<file path="config.mk">
export PLATFORM = sky130hd
export DESIGN_NAME = seg_scan_mux
export DESIGN_NICKNAME = d
export VERILOG_FILES = /design/src/rtl/seg_scan_mux.sv
export SDC_FILE = /design/constraint.sdc
export NUM_CORES = 1
export LEC_CHECK = 0
export BUFFER_PORTS_ARGS = -buffer_cell sky130_fd_sc_hd__buf_2
export CAP_MARGIN = 25
export CORE_AREA = 2 2 62 87
export CTS_BUF_LIST = sky130_fd_sc_hd__clkbuf_4 sky130_fd_sc_hd__clkbuf_8 sky130_fd_sc_hd__clkbuf_16
export DETAILED_ROUTE_END_ITERATION = 6
export DIE_AREA = 0 0 64 89
export PLACE_DENSITY = 0.87
export SLEW_MARGIN = 20
export SYNTH_ARGS = -nofsm -noshare
export SYNTH_HDL_FRONTEND = slang
export SYNTH_SLANG_ARGS = --single-unit
export TNS_END_PERCENT = 1
</file>
<file path="constraint.sdc">
create_clock -name clk -period 6.7 [get_ports clk]
set_input_delay 0.67 -clock clk [delete_from_list [all_inputs] [get_ports clk]]
set_output_delay 0.67 -clock clk [all_outputs]
set_load 0.01 [all_outputs]
</file>
<file path="src/rtl/seg_scan_mux.sv">
// Time-multiplexed 7-segment scanner: per-digit enable, PWM brightness, dead time, output polarity.
// Latency: outputs registered one cycle after scan state; no backpressure, free-running scan.
module seg_scan_mux #(
   parameter int DIGITS        = 4,
   parameter int SEG_W         = 8,
   parameter int CLK_DIV       = 416,
   parameter int DEAD_CYC      = 2,
   parameter int DUTY_W        = 4,
   parameter int ANODE_ACT_LOW = 0,
   parameter int SEG_ACT_LOW   = 0
) (
   input  logic                      clk,
   input  logic                      rst_n,
   input  logic [DIGITS*SEG_W-1:0]   seg_bus,
   input  logic [DIGITS-1:0]         digit_en,
   input  logic [DUTY_W-1:0]         brightness,
   output logic [SEG_W-1:0]          seg,
   output logic [DIGITS-1:0]         anode,
   output logic                      frame_tick
);

   localparam int CW = $clog2(CLK_DIV);
   localparam int IW = (DIGITS > 1) ? $clog2(DIGITS) : 1;
   localparam int OW = CW + 1;
   localparam int PW = DUTY_W + OW;
   localparam logic [DIGITS-1:0] AN_OFF  = {DIGITS{(ANODE_ACT_LOW != 0)}};
   localparam logic [SEG_W-1:0]  SEG_OFF = {SEG_W{(SEG_ACT_LOW != 0)}};

   logic [CW-1:0]     div_cnt;
   logic [IW-1:0]     idx;
   logic [SEG_W-1:0]  seg_lat;
   logic              en_lat;
   logic [DUTY_W-1:0] bright_r;

   logic              slot_start;
   logic              slot_end;
   logic              last_digit;
   logic [SEG_W-1:0]  seg_cur;
   logic              en_cur;
   logic [SEG_W-1:0]  seg_eff;
   logic              en_eff;
   logic [DUTY_W-1:0] bright_eff;
   logic [PW-1:0]     prod;
   logic [OW-1:0]     on_end;
   logic              lit;
   logic [DIGITS-1:0] anode_nxt;

   // Values latched at slot start are forwarded in that same cycle so that a
   // zero dead time still lights k=0 with the new digit's data.
   always_comb begin
      slot_start = (div_cnt == '0);
      slot_end   = (div_cnt == CW'(CLK_DIV - 1));
      last_digit = (idx == IW'(DIGITS - 1));
      seg_cur    = seg_bus[idx*SEG_W +: SEG_W];
      en_cur     = digit_en[idx];
      seg_eff    = slot_start ? seg_cur : seg_lat;
      en_eff     = slot_start ? en_cur : en_lat;
      bright_eff = (slot_start && idx == '0) ? brightness : bright_r;
      prod       = PW'(bright_eff) * PW'(CLK_DIV - DEAD_CYC);
      on_end     = (&bright_eff) ? OW'(CLK_DIV) : OW'(DEAD_CYC) + OW'(prod >> DUTY_W);
      lit        = en_eff && ({1'b0, div_cnt} >= OW'(DEAD_CYC)) && ({1'b0, div_cnt} < on_end);
      anode_nxt  = lit ? (DIGITS'(1) << idx) : '0;
   end

   always_ff @(posedge clk or negedge rst_n) begin
      if (!rst_n) begin
         div_cnt    <= '0;
         idx        <= '0;
         seg_lat    <= '0;
         en_lat     <= 1'b0;
         bright_r   <= '0;
         seg        <= SEG_OFF;
         anode      <= AN_OFF;
         frame_tick <= 1'b0;
      end else begin
         div_cnt <= slot_end ? '0 : div_cnt + 1'b1;
         if (slot_end)
            idx <= last_digit ? '0 : idx + 1'b1;
         if (slot_start) begin
            seg_lat <= seg_cur;
            en_lat  <= en_cur;
         end
         // Brightness is sampled only at frame start so a frame never mixes duties.
         if (slot_start && idx == '0)
            bright_r <= brightness;
         seg        <= seg_eff ^ SEG_OFF;
         anode      <= anode_nxt ^ AN_OFF;
         frame_tick <= slot_end && last_digit;
      end
   end

endmodule

</file>
==> flow_metrics.tcl <==
set metrics [dict create \
    synth.distinct_cells 57 \
    seqPwrFrac 0.292 \
    nFillCells 372 \
    diodes 0 \
    worstMarginPinSlew_ns 0.739 \
    synth-async-reset-ratio 1.00 \
    synth_seq_cells 29 \
    finish.net_count 408 \
    clk_latency_ns 0.28 \
    gp_congestion 0.904 \
    start_kind "register" \
    cap_violations 0 \
    die_x_um 64 \
    synth_flop_cell "dfrtp_1" \
    grt_pass1_wl_um 11200 \
    ys.warnings.count 0 \
    drive_above_1_share 0.322 \
    root_buffer "clkbuf_8" \
    p_total_mw 0.628 \
    syn-num-nets 345 \
    area_delta_synth_final_pct 19.3 \
    routed_via_density 6.00 \
    slowest_stage "fa_1" \
    powerDensity_nw_per_um2 198 \
    clk_pin_slew_ns 0.06 \
    synth_commonest_cells "ha_1, dfrtp_1, nor2_1" \
    die_y_um 89 \
    critical_path_arrival_ns 6.50 \
    die_area_um2 5700 \
    p_switching_mw 0.212 \
    power_frac_comb 0.406 \
    irDropWorstVdd_mv 0.174 \
    multiInputGateArea_um2 1840 \
    worstSetupEndpointType "register" \
    hold_buffers 0 \
    cp_top_family "adder cells" \
    swShare 0.337 \
    overflow 0 \
    drv_slew 0 \
    period_needed_ns 6.29 \
    status "finished clean" \
    fmax_mhz 159 \
    clockPowerShare 0.303 \
    cts_max_path_buffers 2 \
    layoutNonFillerInstCount 396 \
    power.internal_mw 0.417 \
    synthesis.area_um2 2660 \
    drtIter0Drc 111 \
    critPathKind "reg -> reg" \
    initial_core_util 0.549 \
    cts_tree "yes" \
    io_buffers 54 \
    clkSinkCount 29 \
    ant_nets 0 \
    yosys.area.top_type "dfrtp_1" \
    vias 2375 \
    grt_max_degree 30 \
    grt_pass1_vias 2591 \
    hold_viol 0 \
    first_pass_iters 4 \
    num_io_pins 55 \
    antenna_found_initial 0 \
    final_core_util 0.655 \
    synth_most_common_cell "ha_1" \
    syn_inst 268 \
    min_path_type "in -> async" \
    max_stage_delay_ns 0.56 \
    ys_seq_area_frac 0.273 \
    setup_viol 0 \
    synth_area_leaders "dfrtp_1, ha_1, mux4_2" \
    grt_usage 0.254 \
    row_count 30 \
    crit_fanout 6 \
    drc 0 \
    core-area_um2 4840 \
    leakage_nw 1.49 \
    skew_ns 0.00570 \
    slew_headroom 0.501 \
    cts_made_buffers 5 \
    synth_top_area_share 0.273 \
    fin_crit_sh 0.939 \
    regArea_um2 726 \
    crit_chain "inv_1 > ha_1 > nor4b_1 > and4_1 > a21oi_1 > buf_4 > fa_1 > inv_1 > fa_1 > inv_1 > fa_1 > nor2b_1 > o21ai_0 > a211oi_1 > o31ai_1 > or3_1 > nand3_1 > ha_1 > and3_1 > a221oi_1 > o21ai_0 > o22ai_1 > a31oi_2 > nor2_1" \
    dp.final_hpwl_um 5250 \
    critPathRequiredTime_ns 6.90 \
    avgSynthCellArea_um2 9.92 \
    dp_cells 384 \
    crit_buf_inv 4 \
    routedWlPerCell_um 17.2 \
    fin_tns_setup_ns 0 \
    htreeDepth 2 \
    totalWireLength_um 6800 \
    synth_edf_count 0 \
]
repair_timing:
action                     CTS  global route
buffers inserted             0             4
setup endpoints to repair    0             4
resized for setup            0             2
registers in the layout, indices dropped and copies added, names as in the netlist:
register	flops
en_lat	1
bright_r	4
anode	4
div_cnt	9
frame_tick	1
seg	8
idx	2
worst paths after layout:
kind                            start     endpoint  slack, ns  cells past startpoint
min in group clk               seg[0]       seg[0]       0.50                      1
setup reg to reg           div_cnt[0]     anode[0]       0.41                     24
max in group asynchronous       rst_n  bright_r[2]       5.87                      1
hold / removal                  rst_n   div_cnt[0]       0.41                      1
hold reg to reg                seg[0]       seg[0]       0.50                      1
setup / recovery           div_cnt[0]     anode[0]       0.41                     24
per-layer routing:
metal | part of all wire | GRT usage
met1 | 0.35 | 0.247
met2 | 0.56 | 0.491
met3 | 0.047 | 0.0479
met4 | 0.044 | 0.158
met5 | 0 | 0
kinds of logic after synthesis:
kind of cell / Yosys count / share of synthesized area
AND/OR/NAND/NOR: 91 / 0.192
AO/OA/AOI/OAI: 48 / 0.133
adder cells (fa/ha/maj): 35 / 0.176
flip-flops: 29 / 0.273
buffers and inverters: 26 / 0.0391
multiplexers: 23 / 0.134
XOR/XNOR: 16 / 0.0527
area by class of cell:
| cell class | instances | area share |
|---|---|---|
| Multi-Input combinational cell | 213 | 0.580 |
| Sequential cell | 29 | 0.229 |
| Timing Repair Buffer | 62 | 0.104 |
| Clock buffer | 7 | 0.0284 |
| Tap cell | 64 | 0.0253 |
| Inverter | 20 | 0.0237 |
| Clock inverter | 1 | 0.00947 |
power groups by stage:
stage / Sequential [mW] / Combinational [mW] / Clock [mW]
2_1_floorplan: 0.188 / 0.181 / 0
3_3_place_gp: 0.186 / 0.239 / 0
3_5_place_dp: 0.186 / 0.249 / 0
4_1_cts: 0.183 / 0.252 / 0.192
5_1_grt: 0.184 / 0.282 / 0.203
6_report: 0.183 / 0.255 / 0.190
per-stage QoR:
step | hold WS [ns] | setup slack, ns | instance area [um2]
after floorplan | 0.374 | 0.659 | 2660
after detailed placement | 0.488 | 0.349 | 3010
after global routing | 0.453 | -0.0221 | 3170
after CTS | 0.433 | 0.296 | 3130
after global placement | 0.484 | 0.611 | 3010
final | 0.413 | 0.407 | 3170
placed cells by master (no fill, tap or decap), types with 5 or more instances in the layout:
cell type  Yosys  routed
nor2_1        23      23
ha_1          31      31
dfrtp_1       29      29
mux2_2        11      11
o21ai_0       13      13
buf_2          2      54
nor3_1         5       5
a21oi_1        8       8
nand3_1        9       9
xnor2_1       12      12
inv_1         20      20
nand2_1       20      20
buf_4          1       8
clkbuf_8       0       6
mux4_2         9       9
Note: power is estimated with default switching activity, not from simulation.
